[config.mk]
export PLATFORM = sky130hd
export DESIGN_NAME = vga_timing_gen
export DESIGN_NICKNAME = d
export VERILOG_FILES = /design/src/rtl/vga_timing_pkg.sv /design/src/rtl/vga_axis_counter.sv /design/src/rtl/vga_timing_gen.sv
export SDC_FILE = /design/constraint.sdc
export NUM_CORES = 1
export LEC_CHECK = 0
export ABC_AREA = 1
export BUFFER_PORTS_ARGS = -buffer_cell sky130_fd_sc_hd__buf_4
export CORE_ASPECT_RATIO = 0.7
export CORE_MARGIN = 2
export CORE_UTILIZATION = 56
export CTS_CLUSTER_DIAMETER = 50
export DETAILED_ROUTE_END_ITERATION = 8
export PLACE_DENSITY_LB_ADDON = 0.08
export SETUP_SLACK_MARGIN = 0.1
export SLEW_MARGIN = 20
export SYNTH_ARGS = -nofsm -noshare
export SYNTH_HDL_FRONTEND = slang
export SYNTH_SLANG_ARGS = --single-unit
export TNS_END_PERCENT = 50
[constraint.sdc]
create_clock -name new_clk_25 -period 1.8 [get_ports new_clk_25]
set_input_delay 0.18 -clock new_clk_25 [delete_from_list [all_inputs] [get_ports new_clk_25]]
set_output_delay 0.18 -clock new_clk_25 [all_outputs]
set_load 0.1 [all_outputs]
[src/rtl/vga_timing_pkg.sv]
// Shared constants, region encoding and helpers for the VGA raster timing generator.
// Defaults describe the classic 640x480 @ 60 Hz mode on a 25 MHz pixel rate.
package vga_timing_pkg;

   localparam int DEF_H_DISP = 640;
   localparam int DEF_H_FP   = 16;
   localparam int DEF_H_SYNC = 96;
   localparam int DEF_H_BP   = 48;
   localparam int DEF_V_DISP = 480;
   localparam int DEF_V_FP   = 10;
   localparam int DEF_V_SYNC = 2;
   localparam int DEF_V_BP   = 33;
   localparam int DEF_CW     = 10;

   typedef enum logic [1:0] {
      REGION_DISP = 2'd0,
      REGION_FP   = 2'd1,
      REGION_SYNC = 2'd2,
      REGION_BP   = 2'd3
   } region_t;

   function automatic int axis_total(input int disp, input int fp, input int sync, input int bp);
      return disp + fp + sync + bp;
   endfunction

   // True when an unsigned counter of 'width' bits can reach 'value'.
   function automatic bit fits_width(input int value, input int width);
      return (width >= 31) || ((value >> width) == 0);
   endfunction

endpackage

[src/rtl/vga_axis_counter.sv]
// One raster axis: a wrapping position counter with display/porch/sync region decode.
// The horizontal instance's wrap flag gates the vertical instance's advance.
module vga_axis_counter
   import vga_timing_pkg::*;
#(
   parameter int DISP = DEF_H_DISP,
   parameter int FP   = DEF_H_FP,
   parameter int SYNC = DEF_H_SYNC,
   parameter int BP   = DEF_H_BP,
   parameter bit POL  = 1'b0,
   parameter int CW   = DEF_CW
) (
   input  logic          clk,
   input  logic          reset_n,
   input  logic          adv,
   output logic [CW-1:0] cnt,
   output logic          wrap,
   output region_t       region,
   output logic          sync_lvl
);

   localparam int TOTAL = axis_total(DISP, FP, SYNC, BP);
   localparam logic [CW-1:0] LAST       = CW'(TOTAL - 1);
   localparam logic [CW-1:0] FP_START   = CW'(DISP);
   localparam logic [CW-1:0] SYNC_START = CW'(DISP + FP);
   localparam logic [CW-1:0] BP_START   = CW'(DISP + FP + SYNC);

   logic [CW-1:0] cnt_q;
   logic [CW-1:0] cnt_d;
   logic          last_w;

   assign last_w = (cnt_q == LAST);

   always_comb begin
      cnt_d = cnt_q;
      if (adv) begin
         cnt_d = last_w ? '0 : cnt_q + CW'(1);
      end
   end

   always_ff @(posedge clk) begin
      if (!reset_n) begin
         cnt_q <= '0;
      end else begin
         cnt_q <= cnt_d;
      end
   end

   always_comb begin
      region = REGION_BP;
      if (cnt_q < FP_START) begin
         region = REGION_DISP;
      end else if (cnt_q < SYNC_START) begin
         region = REGION_FP;
      end else if (cnt_q < BP_START) begin
         region = REGION_SYNC;
      end
   end

   assign cnt      = cnt_q;
   assign wrap     = last_w;
   assign sync_lvl = (region == REGION_SYNC) ? POL : !POL;

endmodule

[src/rtl/vga_timing_gen.sv]
// Parametrised VGA raster timing generator with pixel-rate enable and registered strobes.
// Optional feature macro: VGA_TIMING_LOOKAHEAD_EN adds next_x/next_y/next_de lookahead ports.
module vga_timing_gen
   import vga_timing_pkg::*;
#(
   parameter int H_DISP     = DEF_H_DISP,
   parameter int H_FP       = DEF_H_FP,
   parameter int H_SYNC     = DEF_H_SYNC,
   parameter int H_BP       = DEF_H_BP,
   parameter int V_DISP     = DEF_V_DISP,
   parameter int V_FP       = DEF_V_FP,
   parameter int V_SYNC     = DEF_V_SYNC,
   parameter int V_BP       = DEF_V_BP,
   parameter bit H_SYNC_POL = 1'b0,
   parameter bit V_SYNC_POL = 1'b0,
   parameter int CW         = DEF_CW
) (
   input  logic          new_clk_25,
   input  logic          reset_n,
   input  logic          pix_en,
   output logic          hsync,
   output logic          vsync,
   output logic          de,
   output logic          pix_valid,
   output logic          line_start,
   output logic          frame_start,
   output logic [CW-1:0] xpos,
   output logic [CW-1:0] ypos
`ifdef VGA_TIMING_LOOKAHEAD_EN
   ,
   output logic [CW-1:0] next_x,
   output logic [CW-1:0] next_y,
   output logic          next_de
`endif
);

   localparam int H_TOTAL = axis_total(H_DISP, H_FP, H_SYNC, H_BP);
   localparam int V_TOTAL = axis_total(V_DISP, V_FP, V_SYNC, V_BP);

   generate
      if (H_DISP < 1 || H_FP < 1 || H_SYNC < 1 || H_BP < 1 ||
          V_DISP < 1 || V_FP < 1 || V_SYNC < 1 || V_BP < 1) begin : g_bad_width
         $error("vga_timing_gen: every display, porch and sync width must be at least 1");
      end
      if (!fits_width(H_TOTAL - 1, CW) || !fits_width(V_TOTAL - 1, CW)) begin : g_bad_cw
         $error("vga_timing_gen: CW too narrow for the raster totals");
      end
   endgenerate

   logic [CW-1:0] hn;
   logic [CW-1:0] vn;
   logic          h_wrap;
   logic          v_wrap;
   logic          v_adv;
   region_t       h_region;
   region_t       v_region;
   logic          h_sync_lvl;
   logic          v_sync_lvl;
   logic          next_disp;

   assign v_adv = pix_en && h_wrap;

   vga_axis_counter #(
      .DISP (H_DISP),
      .FP   (H_FP),
      .SYNC (H_SYNC),
      .BP   (H_BP),
      .POL  (H_SYNC_POL),
      .CW   (CW)
   ) u_h_axis (
      .clk      (new_clk_25),
      .reset_n  (reset_n),
      .adv      (pix_en),
      .cnt      (hn),
      .wrap     (h_wrap),
      .region   (h_region),
      .sync_lvl (h_sync_lvl)
   );

   vga_axis_counter #(
      .DISP (V_DISP),
      .FP   (V_FP),
      .SYNC (V_SYNC),
      .BP   (V_BP),
      .POL  (V_SYNC_POL),
      .CW   (CW)
   ) u_v_axis (
      .clk      (new_clk_25),
      .reset_n  (reset_n),
      .adv      (v_adv),
      .cnt      (vn),
      .wrap     (v_wrap),
      .region   (v_region),
      .sync_lvl (v_sync_lvl)
   );

   assign next_disp = (h_region == REGION_DISP) && (v_region == REGION_DISP);

   // frame_pend marks that (hn, vn) sits at (0,0): set by reset or by a full-frame wrap,
   // which saves a second zero compare on the vertical counter.
   logic frame_pend_q;
   logic frame_pend_d;

   always_comb begin
      frame_pend_d = frame_pend_q;
      if (pix_en) begin
         frame_pend_d = h_wrap && v_wrap;
      end
   end

   logic [CW-1:0] xpos_q, xpos_d;
   logic [CW-1:0] ypos_q, ypos_d;
   logic          hsync_q, hsync_d;
   logic          vsync_q, vsync_d;
   logic          de_q, de_d;
   logic          pix_valid_q, pix_valid_d;
   logic          line_start_q, line_start_d;
   logic          frame_start_q, frame_start_d;

   always_comb begin
      xpos_d        = xpos_q;
      ypos_d        = ypos_q;
      hsync_d       = hsync_q;
      vsync_d       = vsync_q;
      de_d          = de_q;
      pix_valid_d   = 1'b0;
      line_start_d  = 1'b0;
      frame_start_d = 1'b0;
      if (pix_en) begin
         xpos_d        = hn;
         ypos_d        = vn;
         hsync_d       = h_sync_lvl;
         vsync_d       = v_sync_lvl;
         de_d          = next_disp;
         pix_valid_d   = 1'b1;
         line_start_d  = (hn == '0);
         frame_start_d = frame_pend_q;
      end
   end

   always_ff @(posedge new_clk_25) begin
      if (!reset_n) begin
         xpos_q        <= '0;
         ypos_q        <= '0;
         hsync_q       <= !H_SYNC_POL;
         vsync_q       <= !V_SYNC_POL;
         de_q          <= 1'b0;
         pix_valid_q   <= 1'b0;
         line_start_q  <= 1'b0;
         frame_start_q <= 1'b0;
         frame_pend_q  <= 1'b1;
      end else begin
         xpos_q        <= xpos_d;
         ypos_q        <= ypos_d;
         hsync_q       <= hsync_d;
         vsync_q       <= vsync_d;
         de_q          <= de_d;
         pix_valid_q   <= pix_valid_d;
         line_start_q  <= line_start_d;
         frame_start_q <= frame_start_d;
         frame_pend_q  <= frame_pend_d;
      end
   end

   assign xpos        = xpos_q;
   assign ypos        = ypos_q;
   assign hsync       = hsync_q;
   assign vsync       = vsync_q;
   assign de          = de_q;
   assign pix_valid   = pix_valid_q;
   assign line_start  = line_start_q;
   assign frame_start = frame_start_q;

`ifdef VGA_TIMING_LOOKAHEAD_EN
   // Position that the next pix_en will present, for a one-cycle frame-buffer read.
   assign next_x  = hn;
   assign next_y  = vn;
   assign next_de = next_disp;
`endif

endmodule

# Yosys cells after proc, flatten, opt, wreduce, memory -nomap -nowiden
# Index checks and enable logic that the tools add are counted.
# Widths: inputs -> output; s select.
[word_totals] out_inout_bits=26 reg_bits=47 elab_cells=41 inputBits=3
[classes] muxes=11 order_cmp=6 reduce_logical=7 addsub=2 eq_ne=4
[op_table] cell="$lt 10x10->1 const B" count=3
[op_table] cell="$lt 10x9->1 const B" count=3
[op_table] cell="$add 10x1->10 const B" count=2
[op_table] cell="$eq 10x10->1 const B" count=2
[op_table] cell="$mux 10" count=2
[op_table] cell="$logic_not 10->1" count=1
[op_table] cell="$mux 2" count=4
[op_table] cell="$mux 1" count=5
[op_table] cell="$eq 2x2->1 const B" count=2
[op_table] cell="$logic_not 2->1" count=2
[op_table] cell="$logic_and 1x1->1" count=3
[op_table] cell="$reduce_and 2->1" count=1

# Depth between registers and ports, before layout
[depth] word_depth=6 ltp_mapped=9 depth_no_buf=9

# Modules after synthesis
# From an unflattened synthesis, not the netlist that was laid out.
[hier_totals] hier_cells=299 hier_area_um2=2138.3
[modules_own_cells] mod="vga_timing_gen" n_inst=1 seq_area_each_um2=540.5 cells_per_inst=123 area_each_um2=968.4
[modules_own_cells] mod="vga_axis_counter (u_v_axis)" n_inst=1 seq_area_each_um2=200.2 cells_per_inst=93 area_each_um2=613.1
[modules_own_cells] mod="vga_axis_counter (u_h_axis)" n_inst=1 seq_area_each_um2=200.2 cells_per_inst=83 area_each_um2=556.8

# Least setup slack after synthesis
# OpenSTA, ideal clock, no wires.
[synth_timing] path_type="reg-to-reg" start="reg u_h_axis.cnt_q[0], in the netlist u_h_axis.cnt[0]" end="reg u_v_axis.cnt_q[9], in the netlist u_v_axis.cnt[9]" path_buffers=0 arrival_ps=1170 setup_slack_ps=517 required_ps=1687 setup_ps=113 stages_incl_launch_ff=9 synth_period_minus_slack_ps=1283 path_cell_list="dfxtp_1 > ha_1 > nand2_2 > nor2_4 > nand4_4 > nand2_4 > nand2_1 > nand2_1 > nor2_1"
[synth_between] elab_chain_len=2
[synth_rtl] item="start, declared" line_no="vga_axis_counter.sv:28" source="logic [CW-1:0] cnt_q;"
[synth_rtl] item="start signal, assigned" line_no="vga_axis_counter.sv:45" source="cnt_q <= cnt_d;"
[synth_rtl] item="$eq 10x10->1" line_no="vga_axis_counter.sv:32" source="assign last_w = (cnt_q == LAST);"
[synth_rtl] item="$logic_and 1x1->1" line_no="vga_timing_gen.sv:61" source="assign v_adv = pix_en && h_wrap;"
[synth_rtl] item="end signal, assigned" line_no="vga_axis_counter.sv:45"
[synth_rtl] item="end, declared" line_no="vga_axis_counter.sv:28"
# No other way between the ends.
# A chain may end at the register's enable or synchronous reset.

# Worst setup path in the final report
[layout_timing] start="reg u_h_axis.cnt_q[0], in the netlist u_h_axis.cnt[0]" end="reg u_v_axis.cnt_q[1], in the netlist u_v_axis.cnt[1]"
# Same word-level chain as after synthesis.

==> summary.md <==
| Metric | Value |
|---|---|
| Worst-path clk slew | `0.09 ns` |
| Mux cell area share after synthesis | `0%` |
| Synth Area in XOR/XNOR | `1.606%` |
| Max Fclk | `0.6720 GHz` |
| Fill cells | `326` |
| Simple-gate share of the synthesized area | `29.30%` |
| Crit start category | `flip-flop` |
| Overall power | `2.068 mW` |
| Final nets | `326` |
| H-tree lvl count | `2` |
| Period minus WS final | `1.488 ns` |
| Core area | `3626 sq um` |
| Gr usage total | `24.75%` |
| Least-Margin Pin Slew | `0.4392 ns` |
| Top area cells in the synthesized netlist | `dfxtp_1 (43%), nand2_1 (11%), o21ai_0 (5.5%)` |
| CP arrival | `1.69 ns` |
| Rows | `18` |
| Drt drc | `0` |
| Setup ws final | `0.3120 ns` |
| DR WL/cell | `13.38 um` |
| Remaining antenna violation count after routing | `0` |
| Fin crit share | `82.67%` |
| Worst path cell trace | `ha_1 > nand2_2 > nor2_4 > nand4_4 > nand2_4 > inv_1 > nand2_1 > nand2_1` |
| Net Count, Synth | `301` |
| Post-Layout Inst Area | `2489 sq um` |
| Synth cell count leaders | `nand2_1 (63), dfxtp_1 (47), inv_1 (30)` |
| Top FF cell, synth | `dfxtp_1` |
| Pre-antenna DRT Iters | `4` |
| Diodes inserted | `0` |
| Largest net degree at the start of global routing | `25` |
| Sequential area share after synthesis | `43.12%` |
| CTS Buffer Depth | `2` |
| Post-CTS sizing | `0` |
| Hold Buf Count CTS | `0` |
| Chip height | `56.23 um` |
| Die area | `4420 sq um` |
| Post-synth EDFFs | `0` |
| DR vias/cell | `5.320` |
| Most common cell in the netlist | `nand2_1` |
| Total number of vias | `1963` |
| Peak supply drop | `0.0006714 V` |
| GR Overflow Total | `0` |
| Post-CTS setup buffer count | `0` |
| Synth Cell Area | `2182 sq um` |
| CTS buffer count | `5` |
| Clk_lat worst skew | `0.30 ns` |
| Status | `complete, no violations` |
| Adder-cell area share of the yosys netlist | `2.294%` |
| DR iter-0 viols | `110` |
| Synth area leader | `dfxtp_1` |
| Area share of the largest cell type after synthesis | `43.12%` |
| Area Growth Syn to Fin | `14.05%` |
| Area of placed instances | `2399 sq um` |
| Routability Congestion | `0.9417` |
| Largest family of logic cells by synthesized area | `simple AND/OR/NAND/NOR gates` |
| Fin. Hold Viols | `0` |
| Root Buffer | `clkbuf_8` |
| R2r setup slk | `0.31 ns` |
| P_leak | `1.069 nW` |
| Ys Warns | `0` |
| HPWL after detailed placement | `3524 um` |
| CTS tree | `done` |
| I/O pin cnt | `29` |
| Most common cell on crit path | `nand2_1` |
| Place WS | `0.3227 ns` |
| Syn_area_per_cell | `7.422 sq um` |
| Worst Path Required | `2.00 ns` |
| RSZ-0062 raised after global routing | `no` |
| Layout Skew | `0.007492 ns` |
| Clk sinks | `47` |
| Critical-path maximum fanout | `9` |
| Setup TNS | `0 ns` |
| Mapped Cells | `294` |
| Vias in the first global route | `1748` |
| Routed wire length | `4939 um` |
| Cell family with most CP delay | `simple AND/OR/NAND/NOR gates` |
| Port Buffers | `28` |
| Synth async-reset ratio | `0%` |
| Maxcap violations | `0` |
| Register bit total from synthesis | `47` |
| Starting Density | `60.18%` |
| Pwr/cell area | `831.1 nW/um^2` |
| Crit-path slowest cell | `dfxtp_1` |
| Final setup violation count | `0` |
| Hold Crit Class | `input port to flip-flop` |
| Max transition margin | `70.68%` |
| Crit. End Element | `flip-flop` |
| Synth cell types | `29` |
| Kind of critical path | `flip-flop to flip-flop` |
| Share of layout cells above drive strength 1 | `18.50%` |
| Synth Area in Compound Gates | `14.68%` |
| WP buf/inv | `1` |
| Initial antenna violation count | `0` |
| Slowest stage delay, CP | `0.41 ns` |
| Pins Over Slew Limit | `0` |
| Die Span X | `78.61 um` |
| First-pass GRT wire length | `8411 um` |
## stage by stage
step | std cells | util [%] | hold WS, ns
after CTS | 369 | 68.56 | 0.2492
final | 369 | 68.63 | 0.2583
after global routing | 369 | 68.63 | 0.2595
after floorplan | 294 | - | 0.3275
after detailed placement | 362 | 66.15 | 0.4268
after global placement | 362 | 66.15 | 0.4311
## kinds of logic after synthesis
| logic type | Yosys count |
|---|---|
| XOR/XNOR | 4 |
| adder cells (fa/ha/maj) | 4 |
| AND/OR/NAND/NOR | 138 |
| buffers and inverters | 45 |
| AO/OA/AOI/OAI | 56 |
| flip-flops | 47 |
## final cells by class
class                   count  area, sq um  area share (%)
repair buffers             29        217.7           8.748
inverters                  34        132.6           5.329
flip-flops and latches     47        940.9           37.81
multi-input cells         202         1047           42.08
clock buffers               6        82.58           3.318
clock inverters             1        5.005          0.2011
well taps                  50        62.56           2.514
## layer usage
metal  wire length, um  track usage (%)  share of wire [%]
met1              2503            37.13                 51
met2              1959            33.70                 40
met4                68            9.023                1.4
met3               407            6.494                8.2
met5                 0                0                  0
## worst register-to-register path: cells and delay by family, from the launching register on
kind / cells / cell delay [ns]
flip-flops: 1 / 0.41
AND/OR/NAND/NOR: 6 / 0.71
adder cells (fa/ha/maj): 1 / 0.21
buffers and inverters: 1 / 0.07
## path summary, 6_finish.rpt
| check | startpoint | to | cells past startpoint |
|---|---|---|---|
| worst max-delay path | u_h_axis.cnt[0]$_SDFFE_PN0P_ | u_v_axis.cnt[1]$_SDFFE_PN0P_ | 8 |
| worst min-delay path | pix_en | ypos[9]$_SDFFE_PN0P_ | 2 |
| worst max register to register | u_h_axis.cnt[0]$_SDFFE_PN0P_ | u_v_axis.cnt[1]$_SDFFE_PN0P_ | 8 |
| worst min register to register | frame_pend_q$_SDFFE_PN1P_ | frame_start$_SDFF_PN0_ | 2 |
## state kept, by name, summed over array words and instances, names as in the netlist
name	count
de	1
frame_pend_q	1
frame_start	1
hsync	1
line_start	1
pix_valid	1
u_h_axis.cnt	10
u_v_axis.cnt	10
vsync	1
xpos	10
ypos	10
## where the power goes
group,total [mW],switching (mW),internal (mW)
clock network,0.646,0.345,0.302
registers,1.09,0.0178,1.07
logic,0.332,0.270,0.0616
total,2.07,0.633,1.44
## cell usage in the layout, fill, tap and decap left out, types with 2 or more instances in the layout
master    count
a21oi_2       7
nand3_1      21
nand2_1      63
buf_4        29
dfxtp_1      47
nor2_1       28
nand4_1       9
inv_1        30
a21oi_1      20
o21ai_0      24
inv_2         3
nor2_2        2
nor2_4        3
clkbuf_8      6
nand2_2       5
a211oi_1      4
xor2_1        3
ha_1          4
nor3_1        3
No activity file was read; power rests on OpenSTA's default activity.
